`src/rtl/wb_arb2_if.sv`:
```
// Pipelined Wishbone bundle (32-bit data, byte selects) shared by the
// arbiter's master-facing and slave-facing ports.
interface if_wb #(
  parameter int AWIDTH = 32
);
  logic              cyc;
  logic              stb;
  logic              we;
  logic [3:0]        sel;
  logic [AWIDTH-1:0] adr;
  logic [31:0]       dat_m;
  logic [31:0]       dat_s;
  logic              ack;
  logic              stall;

  modport master (
    output cyc, stb, we, sel, adr, dat_m,
    input  dat_s, ack, stall
  );

  modport slave (
    input  cyc, stb, we, sel, adr, dat_m,
    output dat_s, ack, stall
  );
endinterface

```
`src/rtl/wb_arb2.sv`:
```
// Two-master to one-slave pipelined Wishbone arbiter: round-robin grant,
// per-tenure burst limit, and drain of outstanding transfers before handover.
module wb_arb2 #(
  parameter int AWIDTH    = 32,
  parameter int BURST_MAX = 8,
  parameter int OUTW      = 4
) (
  input  logic  clk_i,
  input  logic  rst_n_i,
  if_wb.slave   bus0,
  if_wb.slave   bus1,
  if_wb.master  bus_s
);

  localparam int              BW   = (BURST_MAX < 1) ? 1 : $clog2(BURST_MAX + 1);
  localparam logic [BW-1:0]   BMAX = BW'(BURST_MAX);
  localparam logic [OUTW-1:0] OMAX = '1;

  typedef enum logic [1:0] {S_IDLE, S_BUS0, S_BUS1, S_DRAIN} state_t;

  state_t            r_state;
  logic              r_owner;
  logic              r_last;
  logic [BW-1:0]     r_beats;
  logic [OUTW-1:0]   r_outst;

  logic              w_own_cyc;
  logic              w_oth_cyc;
  logic              w_own_stb;
  logic              w_active;
  logic              w_burst_hit;
  logic              w_limit;
  logic              w_stb;
  logic              w_accept;
  logic              w_ack_cnt;
  logic [OUTW-1:0]   w_outst_nxt;
  logic [AWIDTH-1:0] w_adr;

  assign w_own_cyc   = r_owner ? bus1.cyc : bus0.cyc;
  assign w_oth_cyc   = r_owner ? bus0.cyc : bus1.cyc;
  assign w_own_stb   = r_owner ? bus1.stb : bus0.stb;
  assign w_active    = (r_state == S_BUS0) || (r_state == S_BUS1);
  assign w_burst_hit = (BURST_MAX != 0) && (r_beats == BMAX) && w_oth_cyc;
  assign w_limit     = w_burst_hit || (r_outst == OMAX);
  assign w_stb       = w_active && w_own_stb && !w_limit;
  assign w_accept    = w_stb && !bus_s.stall;
  // An ack with nothing outstanding is still forwarded but never underflows the count.
  assign w_ack_cnt   = bus_s.ack && (r_outst != '0);

  always_comb begin
    w_outst_nxt = r_outst;
    case ({w_accept, w_ack_cnt})
      2'b10:   w_outst_nxt = r_outst + 1'b1;
      2'b01:   w_outst_nxt = r_outst - 1'b1;
      default: w_outst_nxt = r_outst;
    endcase
  end

  assign w_adr       = r_owner ? bus1.adr : bus0.adr;
  assign bus_s.cyc   = w_active ? w_own_cyc : (r_state == S_DRAIN);
  assign bus_s.stb   = w_stb;
  assign bus_s.we    = r_owner ? bus1.we    : bus0.we;
  assign bus_s.sel   = r_owner ? bus1.sel   : bus0.sel;
  assign bus_s.adr   = w_adr;
  assign bus_s.dat_m = r_owner ? bus1.dat_m : bus0.dat_m;

  assign bus0.dat_s  = bus_s.dat_s;
  assign bus1.dat_s  = bus_s.dat_s;
  assign bus0.ack    = bus_s.ack && !r_owner && ((r_state == S_BUS0) || (r_state == S_DRAIN));
  assign bus1.ack    = bus_s.ack &&  r_owner && ((r_state == S_BUS1) || (r_state == S_DRAIN));
  assign bus0.stall  = (r_state != S_BUS0) || bus_s.stall || w_limit;
  assign bus1.stall  = (r_state != S_BUS1) || bus_s.stall || w_limit;

  always_ff @(posedge clk_i or negedge rst_n_i) begin
    if (!rst_n_i) begin
      r_state <= S_IDLE;
      r_owner <= 1'b0;
      r_last  <= 1'b1;
      r_beats <= '0;
      r_outst <= '0;
    end else begin
      case (r_state)
        S_IDLE: begin
          // On contention the master that did not hold the previous tenure wins.
          if (bus0.cyc && (!bus1.cyc || r_last)) begin
            r_state <= S_BUS0;
            r_owner <= 1'b0;
            r_last  <= 1'b0;
            r_beats <= '0;
            r_outst <= '0;
          end else if (bus1.cyc) begin
            r_state <= S_BUS1;
            r_owner <= 1'b1;
            r_last  <= 1'b1;
            r_beats <= '0;
            r_outst <= '0;
          end
        end
        S_BUS0, S_BUS1: begin
          r_outst <= w_outst_nxt;
          if (w_accept && (BURST_MAX != 0) && (r_beats != BMAX)) begin
            r_beats <= r_beats + 1'b1;
          end
          if (!w_own_cyc) begin
            r_state <= S_IDLE;
          end else if (w_burst_hit) begin
            r_state <= S_DRAIN;
          end
        end
        S_DRAIN: begin
          r_outst <= w_outst_nxt;
          if ((w_outst_nxt == '0) || !w_own_cyc) begin
            r_state <= S_IDLE;
          end
        end
        default: r_state <= S_IDLE;
      endcase
    end
  end

endmodule

```
`src/flat_wrapper.sv`:
```
// flat-port wrapper written by rule: the top's interface ports become plain ports
module wb_arb2_flat 
#(
  parameter int AWIDTH    = 32,
  parameter int BURST_MAX = 8,
  parameter int OUTW      = 4
)
  (clk_i, rst_n_i, bus0_cyc, bus0_stb, bus0_we, bus0_sel, bus0_adr, bus0_dat_m, bus0_dat_s, bus0_ack, bus0_stall, bus1_cyc, bus1_stb, bus1_we, bus1_sel, bus1_adr, bus1_dat_m, bus1_dat_s, bus1_ack, bus1_stall, bus_s_cyc, bus_s_stb, bus_s_we, bus_s_sel, bus_s_adr, bus_s_dat_m, bus_s_dat_s, bus_s_ack, bus_s_stall);
  if_wb #(.AWIDTH(AWIDTH)) bus0_i ();
  if_wb #(.AWIDTH(AWIDTH)) bus1_i ();
  if_wb #(.AWIDTH(AWIDTH)) bus_s_i ();
  input  logic clk_i;
  input  logic rst_n_i;
  input wire logic [$bits(bus0_i.cyc)-1:0] bus0_cyc;
  input wire logic [$bits(bus0_i.stb)-1:0] bus0_stb;
  input wire logic [$bits(bus0_i.we)-1:0] bus0_we;
  input wire logic [$bits(bus0_i.sel)-1:0] bus0_sel;
  input wire logic [$bits(bus0_i.adr)-1:0] bus0_adr;
  input wire logic [$bits(bus0_i.dat_m)-1:0] bus0_dat_m;
  output wire logic [$bits(bus0_i.dat_s)-1:0] bus0_dat_s;
  output wire logic [$bits(bus0_i.ack)-1:0] bus0_ack;
  output wire logic [$bits(bus0_i.stall)-1:0] bus0_stall;
  input wire logic [$bits(bus1_i.cyc)-1:0] bus1_cyc;
  input wire logic [$bits(bus1_i.stb)-1:0] bus1_stb;
  input wire logic [$bits(bus1_i.we)-1:0] bus1_we;
  input wire logic [$bits(bus1_i.sel)-1:0] bus1_sel;
  input wire logic [$bits(bus1_i.adr)-1:0] bus1_adr;
  input wire logic [$bits(bus1_i.dat_m)-1:0] bus1_dat_m;
  output wire logic [$bits(bus1_i.dat_s)-1:0] bus1_dat_s;
  output wire logic [$bits(bus1_i.ack)-1:0] bus1_ack;
  output wire logic [$bits(bus1_i.stall)-1:0] bus1_stall;
  output wire logic [$bits(bus_s_i.cyc)-1:0] bus_s_cyc;
  output wire logic [$bits(bus_s_i.stb)-1:0] bus_s_stb;
  output wire logic [$bits(bus_s_i.we)-1:0] bus_s_we;
  output wire logic [$bits(bus_s_i.sel)-1:0] bus_s_sel;
  output wire logic [$bits(bus_s_i.adr)-1:0] bus_s_adr;
  output wire logic [$bits(bus_s_i.dat_m)-1:0] bus_s_dat_m;
  input wire logic [$bits(bus_s_i.dat_s)-1:0] bus_s_dat_s;
  input wire logic [$bits(bus_s_i.ack)-1:0] bus_s_ack;
  input wire logic [$bits(bus_s_i.stall)-1:0] bus_s_stall;
  assign bus0_i.cyc = bus0_cyc;
  assign bus0_i.stb = bus0_stb;
  assign bus0_i.we = bus0_we;
  assign bus0_i.sel = bus0_sel;
  assign bus0_i.adr = bus0_adr;
  assign bus0_i.dat_m = bus0_dat_m;
  assign bus0_dat_s = bus0_i.dat_s;
  assign bus0_ack = bus0_i.ack;
  assign bus0_stall = bus0_i.stall;
  assign bus1_i.cyc = bus1_cyc;
  assign bus1_i.stb = bus1_stb;
  assign bus1_i.we = bus1_we;
  assign bus1_i.sel = bus1_sel;
  assign bus1_i.adr = bus1_adr;
  assign bus1_i.dat_m = bus1_dat_m;
  assign bus1_dat_s = bus1_i.dat_s;
  assign bus1_ack = bus1_i.ack;
  assign bus1_stall = bus1_i.stall;
  assign bus_s_cyc = bus_s_i.cyc;
  assign bus_s_stb = bus_s_i.stb;
  assign bus_s_we = bus_s_i.we;
  assign bus_s_sel = bus_s_i.sel;
  assign bus_s_adr = bus_s_i.adr;
  assign bus_s_dat_m = bus_s_i.dat_m;
  assign bus_s_i.dat_s = bus_s_dat_s;
  assign bus_s_i.ack = bus_s_ack;
  assign bus_s_i.stall = bus_s_stall;
  wb_arb2 #(.AWIDTH(AWIDTH), .BURST_MAX(BURST_MAX), .OUTW(OUTW)) u_core (.clk_i(clk_i), .rst_n_i(rst_n_i), .bus0(bus0_i), .bus1(bus1_i), .bus_s(bus_s_i));
endmodule
```
`config.mk`:
```
export PLATFORM = sky130hd
export DESIGN_NAME = wb_arb2_flat
export DESIGN_NICKNAME = d
export VERILOG_FILES = /design/src/rtl/wb_arb2_if.sv /design/src/rtl/wb_arb2.sv /design/src/flat_wrapper.sv
export SDC_FILE = /design/constraint.sdc
export NUM_CORES = 1
export LEC_CHECK = 0
export ABC_CLOCK_PERIOD_IN_PS = 8600
export CORE_AREA = 2 2 123 125
export CTS_BUF_LIST = sky130_fd_sc_hd__clkbuf_4
export DETAILED_ROUTE_END_ITERATION = 8
export DIE_AREA = 0 0 125 127
export HOLD_SLACK_MARGIN = 0.06
export PLACE_DENSITY = 0.65
export SYNTH_ARGS = -nofsm -noshare
export SYNTH_HDL_FRONTEND = slang
export SYNTH_SLANG_ARGS = --single-unit
export TNS_END_PERCENT = 1
```
`constraint.sdc`:
```
create_clock -name clk_i -period 8.6 [get_ports clk_i]
set_input_delay 1.72 -clock clk_i [delete_from_list [all_inputs] [get_ports clk_i]]
set_output_delay 1.72 -clock clk_i [all_outputs]
set_load 0.005 [all_outputs]
```
==> Word-level counts from Yosys, hierarchy flattened <==
Index checks and enable logic that the tools add are counted.
{ "word_totals": {"inputBits": 178, "elab_cells": 80, "reg_bits": 12, "output_inout_bits": 139} }
{ "classes": {"eq_ne": 14, "add_sub_neg": 3, "reduce_logical": 36, "mux": 22} }
{ "op_table": {"columns": ["cell", "count"], "rows": [
  ["$mux 32", 2],
  ["$pmux 4 s2", 3],
  ["$mux 4", 4],
  ["$logic_and 1x1->1", 11],
  ["$logic_or 1x1->1", 10],
  ["$mux 2", 5],
  ["$add 4x1->4 const B", 2],
  ["$eq 4x4->1 const B", 2],
  ["$mux 1", 7],
  ["$eq 2x2->1 const B", 3],
  ["$pmux 2 s3", 1],
  ["$reduce_and 3->1", 2],
  ["$logic_not 1->1", 5],
  ["$eq 2x1->1 const B", 2],
  ["$logic_not 4->1", 1],
  ["$ne 2x1->1 const B", 2],
  ["$ne 2x2->1 const B", 2],
  ["$ne 4x4->1 const B", 1],
  ["$reduce_bool 2->1", 2],
  ["$reduce_bool 4->1", 1],
  ["$sub 4x1->4 const B", 1],
  ["$ne 3x2->1 const B", 1],
  ["$ne 3x3->1 const B", 1],
  ["$reduce_or 3->1", 1],
  ["3 further kinds", 3]
]} }

==> Longest topological paths before layout <==
Gate-level depths: netlist (run 1).
{ "depth": {"ltp_word": 12, "mapped_depth": 14, "ltp_nobuf": 14} }

==> Worst setup path after synthesis (run 1) <==
Ideal clock, no wire load.
{ "synth_path": {"kind": "input-to-reg", "start": "input port bus0_cyc", "end": "register u_core.r_state[0]", "path_slack_ps": 4205, "setup_ps": 125, "required_time_ps": 8475, "cell_stages": 13, "arrival_ps": 4270, "n_path_buf": 1, "cell_sequence": "buf_2 -> mux2i_1 -> nor2_1 -> a41o_1 -> nor2_1 -> nand3_1 -> ha_1 -> fa_1 -> xor2_1 -> nor4b_2 -> o21ai_2 -> a41oi_2 -> mux2_4"} }
{ "synth_via": {"elab_chain_len": 12, "word_cells_on_any_way": 21, "classes_between": "eq/ne: 5; mux: 6; reduce/logical: 10"} }
{ "synth_rtl": {"columns": ["item", "line_no", "text"], "rows": [
  ["from (decl)", "flat_wrapper.sv:14", "input wire logic [$bits(bus0_i.cyc)-1:0] bus0_cyc;"],
  ["$mux 1", "wb_arb2.sv:40", "assign w_oth_cyc = r_owner ? bus0.cyc : bus1.cyc;"],
  ["$logic_and 1x1->1", "wb_arb2.sv:43", "assign w_burst_hit = (BURST_MAX != 0) && (r_beats == BMAX) && w_oth_cyc;"],
  ["$logic_or 1x1->1", "wb_arb2.sv:44", "assign w_limit = w_burst_hit || (r_outst == OMAX);"],
  ["$logic_not 1->1", "wb_arb2.sv:45", "assign w_stb = w_active && w_own_stb && !w_limit;"],
  ["$logic_and 1x1->1", "wb_arb2.sv:45", null],
  ["$logic_and 1x1->1", "wb_arb2.sv:46", "assign w_accept = w_stb && !bus_s.stall;"],
  ["$eq 2x1->1 or $eq 2x2->1 (tied branches)", "wb_arb2.sv:52", "case ({w_accept, w_ack_cnt})"],
  ["$pmux 4 s2", "wb_arb2.sv:52", null],
  ["$logic_not 4->1", "wb_arb2.sv:112", "if ((w_outst_nxt == '0) || !w_own_cyc) begin"],
  ["$logic_or 1x1->1", "wb_arb2.sv:112", null],
  ["$ne 2x2->1 (no line)", null, null],
  ["$reduce_and 3->1 (no line)", null, null],
  ["to (signal assigned)", "wb_arb2.sv:107", "r_state <= S_DRAIN;"],
  ["to (signal assigned)", "wb_arb2.sv:113", "r_state <= S_IDLE;"],
  ["to (signal assigned)", "wb_arb2.sv:116", "default: r_state <= S_IDLE;"],
  ["to (decl)", "wb_arb2.sv:21", "state_t r_state;"]
]} }
Parallel ways exist; a longest one is shown, timed or not.
A chain may end at the register's enable or synchronous reset.

==> Final worst setup path (run 1) <==
{ "layout_path": {"start": "input port bus0_cyc", "end": "output port bus0_stall"} }
{ "layout_via": {"elab_chain_len": 4} }
{ "layout_rtl": {"columns": ["item", "line_no", "text"], "rows": [
  ["$mux 1", "wb_arb2.sv:40", null],
  ["$logic_and 1x1->1", "wb_arb2.sv:43", null],
  ["$logic_or 1x1->1", "wb_arb2.sv:44", null],
  ["$logic_or 1x1->1", "wb_arb2.sv:71", "assign bus0.stall = (r_state != S_BUS0) || bus_s.stall || w_limit;"],
  ["to (decl)", "flat_wrapper.sv:22", "output wire logic [$bits(bus0_i.stall)-1:0] bus0_stall;"]
]} }
Every way passes these cells.

==> results.py, run 1 <==
metrics = {
    "outcome": {
        "run_status": "finished, final reports clean",
    },
    "cells_and_area": {
        "areaGrowthSynthToFinish_pct": 81.8,
        "finalCoreUtilization_pct": 29.4,
        "postLayoutCellArea_mm2": 0.00424,
        "finish.net_count": 590,
        "layout-drive-gt1-share_pct": 21.4,
        "multi_input_area_mm2": 0.00145,
        "fillers": 1482,
        "seq_area_um2": 303,
        "n_antenna_cell": 0,
        "final_cell_count_no_fill": 585,
    },
    "clock_network": {
        "clock_insertion_delay_worst_skew_ns": 0.27,
        "cts_hold_buffers": 0,
        "cts.htree.levels": 1,
        "cts_resized": 0,
        "cts-root-to-sink-buffers": 2,
        "cts_made_buffers": 3,
        "cts_tree": "built",
        "cts_root_buffer": "clkbuf_4",
        "clock_sinks": 12,
        "worst_setup_hold_path_clk_slew_ns": 0.08,
        "cts_setup_buffers": 0,
    },
    "setup_path": {
        "timing_startpoint_of_the_critical_path": "bus0_cyc",
        "critPathCaptureType": "primary output",
        "timing.critical_path.slowest_cell_delay_ns": 0.55,
        "setup.worst_path.class": "in2out",
        "critPathLaunchType": "input port",
        "worst-r2r-cell-count": 13,
        "cp_cell_sequence": "clkdlybuf4s50_1 > mux2i_1 > nor2_1 > a41o_1 > nor2_1 > nand2_1 > clkdlybuf4s50_1",
        "path_max_fanout": 8,
        "reg2reg_to": "u_core.r_state[0]$_DFFE_PN0P_",
        "worst_path_max_delay_cell": "clkdlybuf4s50_1",
        "crit-reg2reg-launch": "u_core.r_owner$_DFFE_PN0P_",
        "worst-endpoint-arrival_ns": 3.57,
        "worst_path_required_ns": 6.88,
        "rrSetupSlack_ns": 4.32,
    },
    "power": {
        "power.leakage_nw": 1.63,
        "power_density_mw_per_mm2": 226,
        "tot_pwr_mw": 0.956,
        "vdd_ir_drop_max_uv": 82.6,
    },
    "floorplan": {
        "rows": 44,
        "floorplan.core_area_mm2": 0.0144,
        "die_area_mm2": 0.0159,
        "die-width_um": 125,
        "ioPinCount": 317,
        "start_util_pct": 16.2,
        "floorplan.die.height_um": 127,
    },
    "route": {
        "drt_wl_total_um": 13200,
        "route.vias.total": 2420,
        "routed_via_density": 4.14,
        "wl_per_cell_um": 22.6,
        "postRouteAntennaNets": 0,
        "route.detailed.drc": 0,
        "drt_pass1_iterations": 4,
        "drt-initial-drc-count": 76,
    },
    "timing": {
        "timing.clock.skew_ns": 0.00190,
        "fin_worst_hold_slack_ns": 0.494,
        "final_cycle_utilization_of_the_critical_path_pct": 61.5,
        "hold_violations": 0,
        "max_slew_violations": 0,
        "grt_setup_unrepaired": "no",
        "final.min_clock_period_ns": 5.29,
        "setup_viol": 0,
        "worst_setup_margin_ns": 3.31,
        "worst-slew-pin-transition_ns": 0.687,
        "maxClockFrequency_mhz": 189,
        "fin_tns_setup_ns": 0,
        "maxSlewHeadroom_pct": 54.2,
    },
    "synthesis": {
        "postSynthNetCount": 442,
        "async_flop_share_pct": 100,
        "synth.yosys.seq_area_share_pct": 12.9,
        "synth_most_common_cell": "mux2_2",
        "synth_cells": 254,
        "netlist-cell-type-count": 44,
        "netlist.top_cell.by_area": "mux2_2",
        "synthTopCellsByCount": "70 x mux2_2, 64 x buf_4, 14 x nand2_1",
        "count_of_flip_flops_with_a_built_in_enable_after_synthesis": 0,
        "synth_seq_cells": 12,
        "synth.area.top_cells": "mux2_2 34%, buf_4 21%, dfrtp_1 12%",
        "yosys_warnings": 0,
        "syn-cell-area_mm2": 0.00233,
        "synthesis.area_per_instance_um2": 9.19,
        "synthFlopType": "dfrtp_1",
        "post-synth-top-area-fraction_pct": 33.8,
    },
    "global_routing": {
        "grt_antenna_before_repair": 0,
        "global_route.usage.total_pct": 15.5,
        "grt_max_degree": 51,
        "grt_overflow": 0,
        "number_of_global_route_vias_before_repair": 2633,
        "wire_length_of_the_first_global_routing_pass_um": 18200,
    },
    "placed_design": {
        "place_ws_ns": 3.33,
        "globalplace.congestion": 0.849,
        "post_dp_cell_area_mm2": 0.00422,
        "dpl.hpwl_um": 11700,
        "dpl.cell_count": 581,
        "place.port_buffers": 220,
    },
    "hold_path": {
        "hold_start": "u_core.r_last$_DFFE_PN1P_",
        "holdPathEnd": "u_core.r_last$_DFFE_PN1P_",
        "hold_class": "reg2reg",
        "min_path_cells": 2,
    },
    "run": {
        "cap_violations": 0,
    },
}
==> critical path: cells and delay by family <==
kind,cells,cell delay [ns]
simple gates,3,0.35
compound gates,1,0.22
mux,1,0.22
buf+inv,2,1.05
==> sequential cells by signal (all words and copies together), names as in the netlist <==
signal          flops
u_core.r_state      2
u_core.r_outst      4
u_core.r_owner      1
u_core.r_last       1
u_core.r_beats      4
==> how the worst max path moves through the flow <==
stage	end	slack (ns)	depth (start not counted)
after global routing	bus0_stall	3.23	7
after detailed placement	bus0_stall	3.33	7
after CTS	bus0_stall	3.33	7
after floorplan	u_core.r_state[0]$_DFFE_PN0P_	4.20	13
final	bus0_stall	3.31	7
after global placement	bus0_stall	3.37	7
==> cell type report <==
type	count	share of cell area, %
Multi-Input combinational cell	159	34.3
Clock buffer	3	0.531
Tap cell	184	5.43
Clock inverter	1	0.0885
Timing Repair Buffer	221	52.1
Inverter	5	0.442
Sequential cell	12	7.14
==> power breakdown <==
group	switching, mW	total (mW)	internal, mW
registers	0.0512	0.132	0.0807
logic	0.319	0.788	0.469
clock network	0.0196	0.0364	0.0168
total	0.390	0.956	0.567
==> layout by cell type (no fill, tap or decap), types with 2 or more instances in the layout <==
| cell type | netlist | final |
|---|---|---|
| mux2i_1 | 6 | 6 |
| nor2_1 | 7 | 7 |
| inv_1 | 5 | 5 |
| nand3_1 | 6 | 6 |
| o21ai_0 | 6 | 6 |
| dfrtp_1 | 11 | 10 |
| a21o_1 | 2 | 2 |
| clkdlybuf4s50_1 | 0 | 220 |
| a21oi_1 | 6 | 6 |
| o21ai_1 | 3 | 3 |
| nand4_1 | 2 | 2 |
| clkbuf_4 | 0 | 3 |
| nand2_1 | 14 | 14 |
| mux2_2 | 70 | 70 |
| ha_1 | 9 | 9 |
| mux2_4 | 2 | 2 |
| xor2_1 | 2 | 2 |
==> kinds of logic (layout without fill, tap and decap cells) <==
group,Yosys count,after routing,share of synthesized area (%)
flops,12,12,12.9
compound gates,26,26,7.83
mux,78,78,37.6
fa+ha+maj,10,10,5.68
xor+xnor,4,4,1.82
simple gates,41,41,9.33
buf+inv,83,230,24.8
==> routing by layer <==
| layer | vias to the layer above | global-route usage [%] | part of all wire [%] |
|---|---|---|---|
| li1 | 1125 | - | - |
| met1 | 1114 | 15.7 | 34 |
| met2 | 169 | 22.5 | 42 |
| met3 | 12 | 16.7 | 23 |
| met5 | - | 0 | 0 |
| met4 | 0 | 1.90 | 0.67 |
No activity file was read; power rests on OpenSTA's default activity.
==> run 2: changes to the inputs <==
- ABC_CLOCK_PERIOD_IN_PS: 8600 -> 4300
- CORE_AREA: 2 2 123 125 -> 2 2 124 126
- DIE_AREA: 0 0 125 127 -> 0 0 126 128
- PLACE_DENSITY: 0.65 -> 0.66
- clock period: 8.6 -> 4.3 ns (I/O delays scaled with it)
==> run 2 against run 1 <==
Compared with the run above:
- core utilization shrank 0.72 points
- cell count grew 1.0%
- final area grew 0.53%
- non-clock buffer count grew 2
- setup slack lost 2.9 ns
- wire length shrank 8.6%
- critical endpoint is now u_core.r_state[0]$_DFFE_PN0P_
==> results.py, run 2 (same netlist as run 1, synthesis figures left out) <==
metrics = {
    "cells_and_area": {
        "multi_input_area_mm2": 0.00145,
        "final_cell_count_no_fill": 591,
        "largest_regs": "u_core.r_beats x4, u_core.r_outst x4, u_core.r_state x2",
        "n_antenna_cell": 0,
        "seq_area_um2": 305,
        "areaGrowthSynthToFinish_pct": 82.7,
        "finish.net_count": 592,
        "layout_commonest_cell": "clkdlybuf4s50_1",
        "fillers": 1554,
        "final_cell_mix": "220 x clkdlybuf4s50_1, 70 x mux2_2, 14 x nand2_1",
        "layout-drive-gt1-share_pct": 21.8,
    },
    "clock_network": {
        "cts_setup_buffers": 0,
        "clock_insertion_delay_worst_skew_ns": 0.27,
        "cts_root_buffer": "clkbuf_4",
        "cts_made_buffers": 3,
        "cts_resized": 0,
        "worst_setup_hold_path_clk_slew_ns": 0.08,
        "cts.htree.levels": 1,
        "cts-root-to-sink-buffers": 2,
        "cts_hold_buffers": 0,
        "clock_sinks": 12,
        "cts_tree": "built",
    },
    "floorplan": {
        "rows": 45,
        "ioPinCount": 317,
        "die-width_um": 126,
        "start_util_pct": 15.7,
        "die_area_mm2": 0.0161,
        "floorplan.die.height_um": 128,
        "floorplan.core_area_mm2": 0.0149,
    },
    "global_routing": {
        "global_route.usage.total_pct": 13.5,
        "wire_length_of_the_first_global_routing_pass_um": 16100,
        "grt_antenna_before_repair": 0,
        "grt_overflow": 0,
        "grt_max_degree": 56,
        "number_of_global_route_vias_before_repair": 2438,
    },
    "placed_design": {
        "place_ws_ns": 0.0930,
        "dpl.cell_count": 587,
        "place.port_buffers": 220,
        "globalplace.congestion": 0.806,
        "dpl.hpwl_um": 10500,
    },
    "route": {
        "postRouteAntennaNets": 0,
        "drt_pass1_iterations": 4,
        "route.vias.total": 2375,
        "wl_per_cell_um": 20.5,
        "routed_via_density": 4.02,
        "drt_wl_total_um": 12100,
        "drt-initial-drc-count": 67,
        "route.detailed.drc": 0,
    },
    "power": {
        "power.leakage_nw": 1.63,
        "vdd_ir_drop_max_uv": 180,
        "power_density_mw_per_mm2": 446,
    },
    "setup_path": {
        "critPathLaunchType": "input port",
        "critPathBufInv": 1,
        "timing.critical_path.slowest_cell_delay_ns": 0.47,
        "worst-r2r-cell-count": 12,
        "worst_path_required_ns": 4.46,
        "setup.worst_path.class": "in2reg",
        "reg2reg_to": "u_core.r_state[0]$_DFFE_PN0P_",
        "worst-endpoint-arrival_ns": 4.08,
        "rrSetupSlack_ns": 0.69,
        "critPathCaptureType": "flip-flop",
        "crit-reg2reg-launch": "u_core.r_owner$_DFFE_PN0P_",
        "path_depth": 13,
        "path_max_fanout": 6,
        "timing.critical_path.max_delay_family": "adder cells",
        "timing_startpoint_of_the_critical_path": "bus0_cyc",
        "crit_path_frequent_cell": "nor2_1",
        "cp_cell_sequence": "clkdlybuf4s50_1 > mux2i_1 > nor2_1 > a41o_1 > nor2_1 > nand3_1 > ha_1 > fa_1 > xor2_1 > nor4b_2 > o21ai_2 > a41oi_2 > mux2_4",
        "worst_path_max_delay_cell": "fa_1",
    },
    "timing": {
        "maxClockFrequency_mhz": 255,
        "final.min_clock_period_ns": 3.91,
        "maxSlewHeadroom_pct": 52.8,
        "final_cycle_utilization_of_the_critical_path_pct": 91.0,
        "fin_tns_setup_ns": 0,
        "max_slew_violations": 0,
        "hold_violations": 0,
        "setup_viol": 0,
        "timing.clock.skew_ns": 0.00103,
        "worst_setup_margin_ns": 0.385,
        "worst-slew-pin-transition_ns": 0.707,
        "grt_setup_unrepaired": "no",
        "fin_worst_hold_slack_ns": 0.491,
    },
    "hold_path": {
        "holdPathEnd": "u_core.r_last$_DFFE_PN1P_",
        "hold_start": "u_core.r_last$_DFFE_PN1P_",
        "min_path_cells": 2,
        "hold_class": "reg2reg",
    },
    "run": {
        "cap_violations": 0,
    },
    "outcome": {
        "run_status": "finished, final reports clean",
    },
}
## run 2: changes by cell type in the layout (fill, tap and decap cells not counted), sizes merged
| cell | delta |
|---|---|
| buf | +2 |
## run 2: through the flow
step | util (%) | total power [mW] | area [um^2]
after floorplan | - | 1.11 | 2330
after global placement | 28.5 | 1.81 | 4240
after detailed placement | 28.5 | 1.84 | 4240
after CTS | 28.7 | 1.92 | 4260
after global routing | 28.7 | 2.05 | 4260
final | 28.7 | 1.90 | 4260
## run 2: final cells by class
cell class	instances	area share, %
clock buffers	3	0.528
clock inverters	1	0.0880
inverters	5	0.440
multi-input cells	159	34.1
flip-flops and latches	12	7.16
well taps	188	5.52
repair buffers	223	52.2
## run 2: how the worst max path moves through the flow
| stage | slack (ns) | to |
|---|---|---|
| 2_1_floorplan | 0.76 | u_core.r_state[0]$_DFFE_PN0P_ |
| 3_3_place_gp | 0.23 | u_core.r_state[0]$_DFFE_PN0P_ |
| 3_5_place_dp | 0.09 | u_core.r_state[0]$_DFFE_PN0P_ |
| 4_1_cts | 0.40 | u_core.r_state[0]$_DFFE_PN0P_ |
| 5_1_grt | 0.22 | u_core.r_state[0]$_DFFE_PN0P_ |
| 6_report | 0.39 | u_core.r_state[0]$_DFFE_PN0P_ |
## run 2: worst reg2reg max path: stages (launching register included)
cell and delay (ns):
dfrtp_4 0.62, mux2i_1 0.29, nor2_1 0.11, a41o_1 0.23, nor2_1 0.18, nand3_1 0.11
ha_1 0.31, fa_1 0.47, xor2_1 0.20, nor4b_2 0.30, o21ai_2 0.10, a41oi_2 0.26
mux2_4 0.32
## run 2: power breakdown
part / switching, mW / leakage, nW / total, mW / internal [mW]
Sequential: 0.0979 / 0.153 / 0.262 / 0.164
Combinational: 0.631 / 1.47 / 1.57 / 0.937
Clock: 0.0380 / 0.0154 / 0.0716 / 0.0336
Total: 0.767 / 1.63 / 1.90 / 1.14
## run 2: per-layer routing
layer  vias to the layer above  track usage, %  share of wire [%]
met1                      1051            14.5                 36
met4                         0            1.10               0.45
met3                         4            15.9                 25
li1                       1127               -                  -
met5                         -               0                  0
met2                       193            17.7                 39
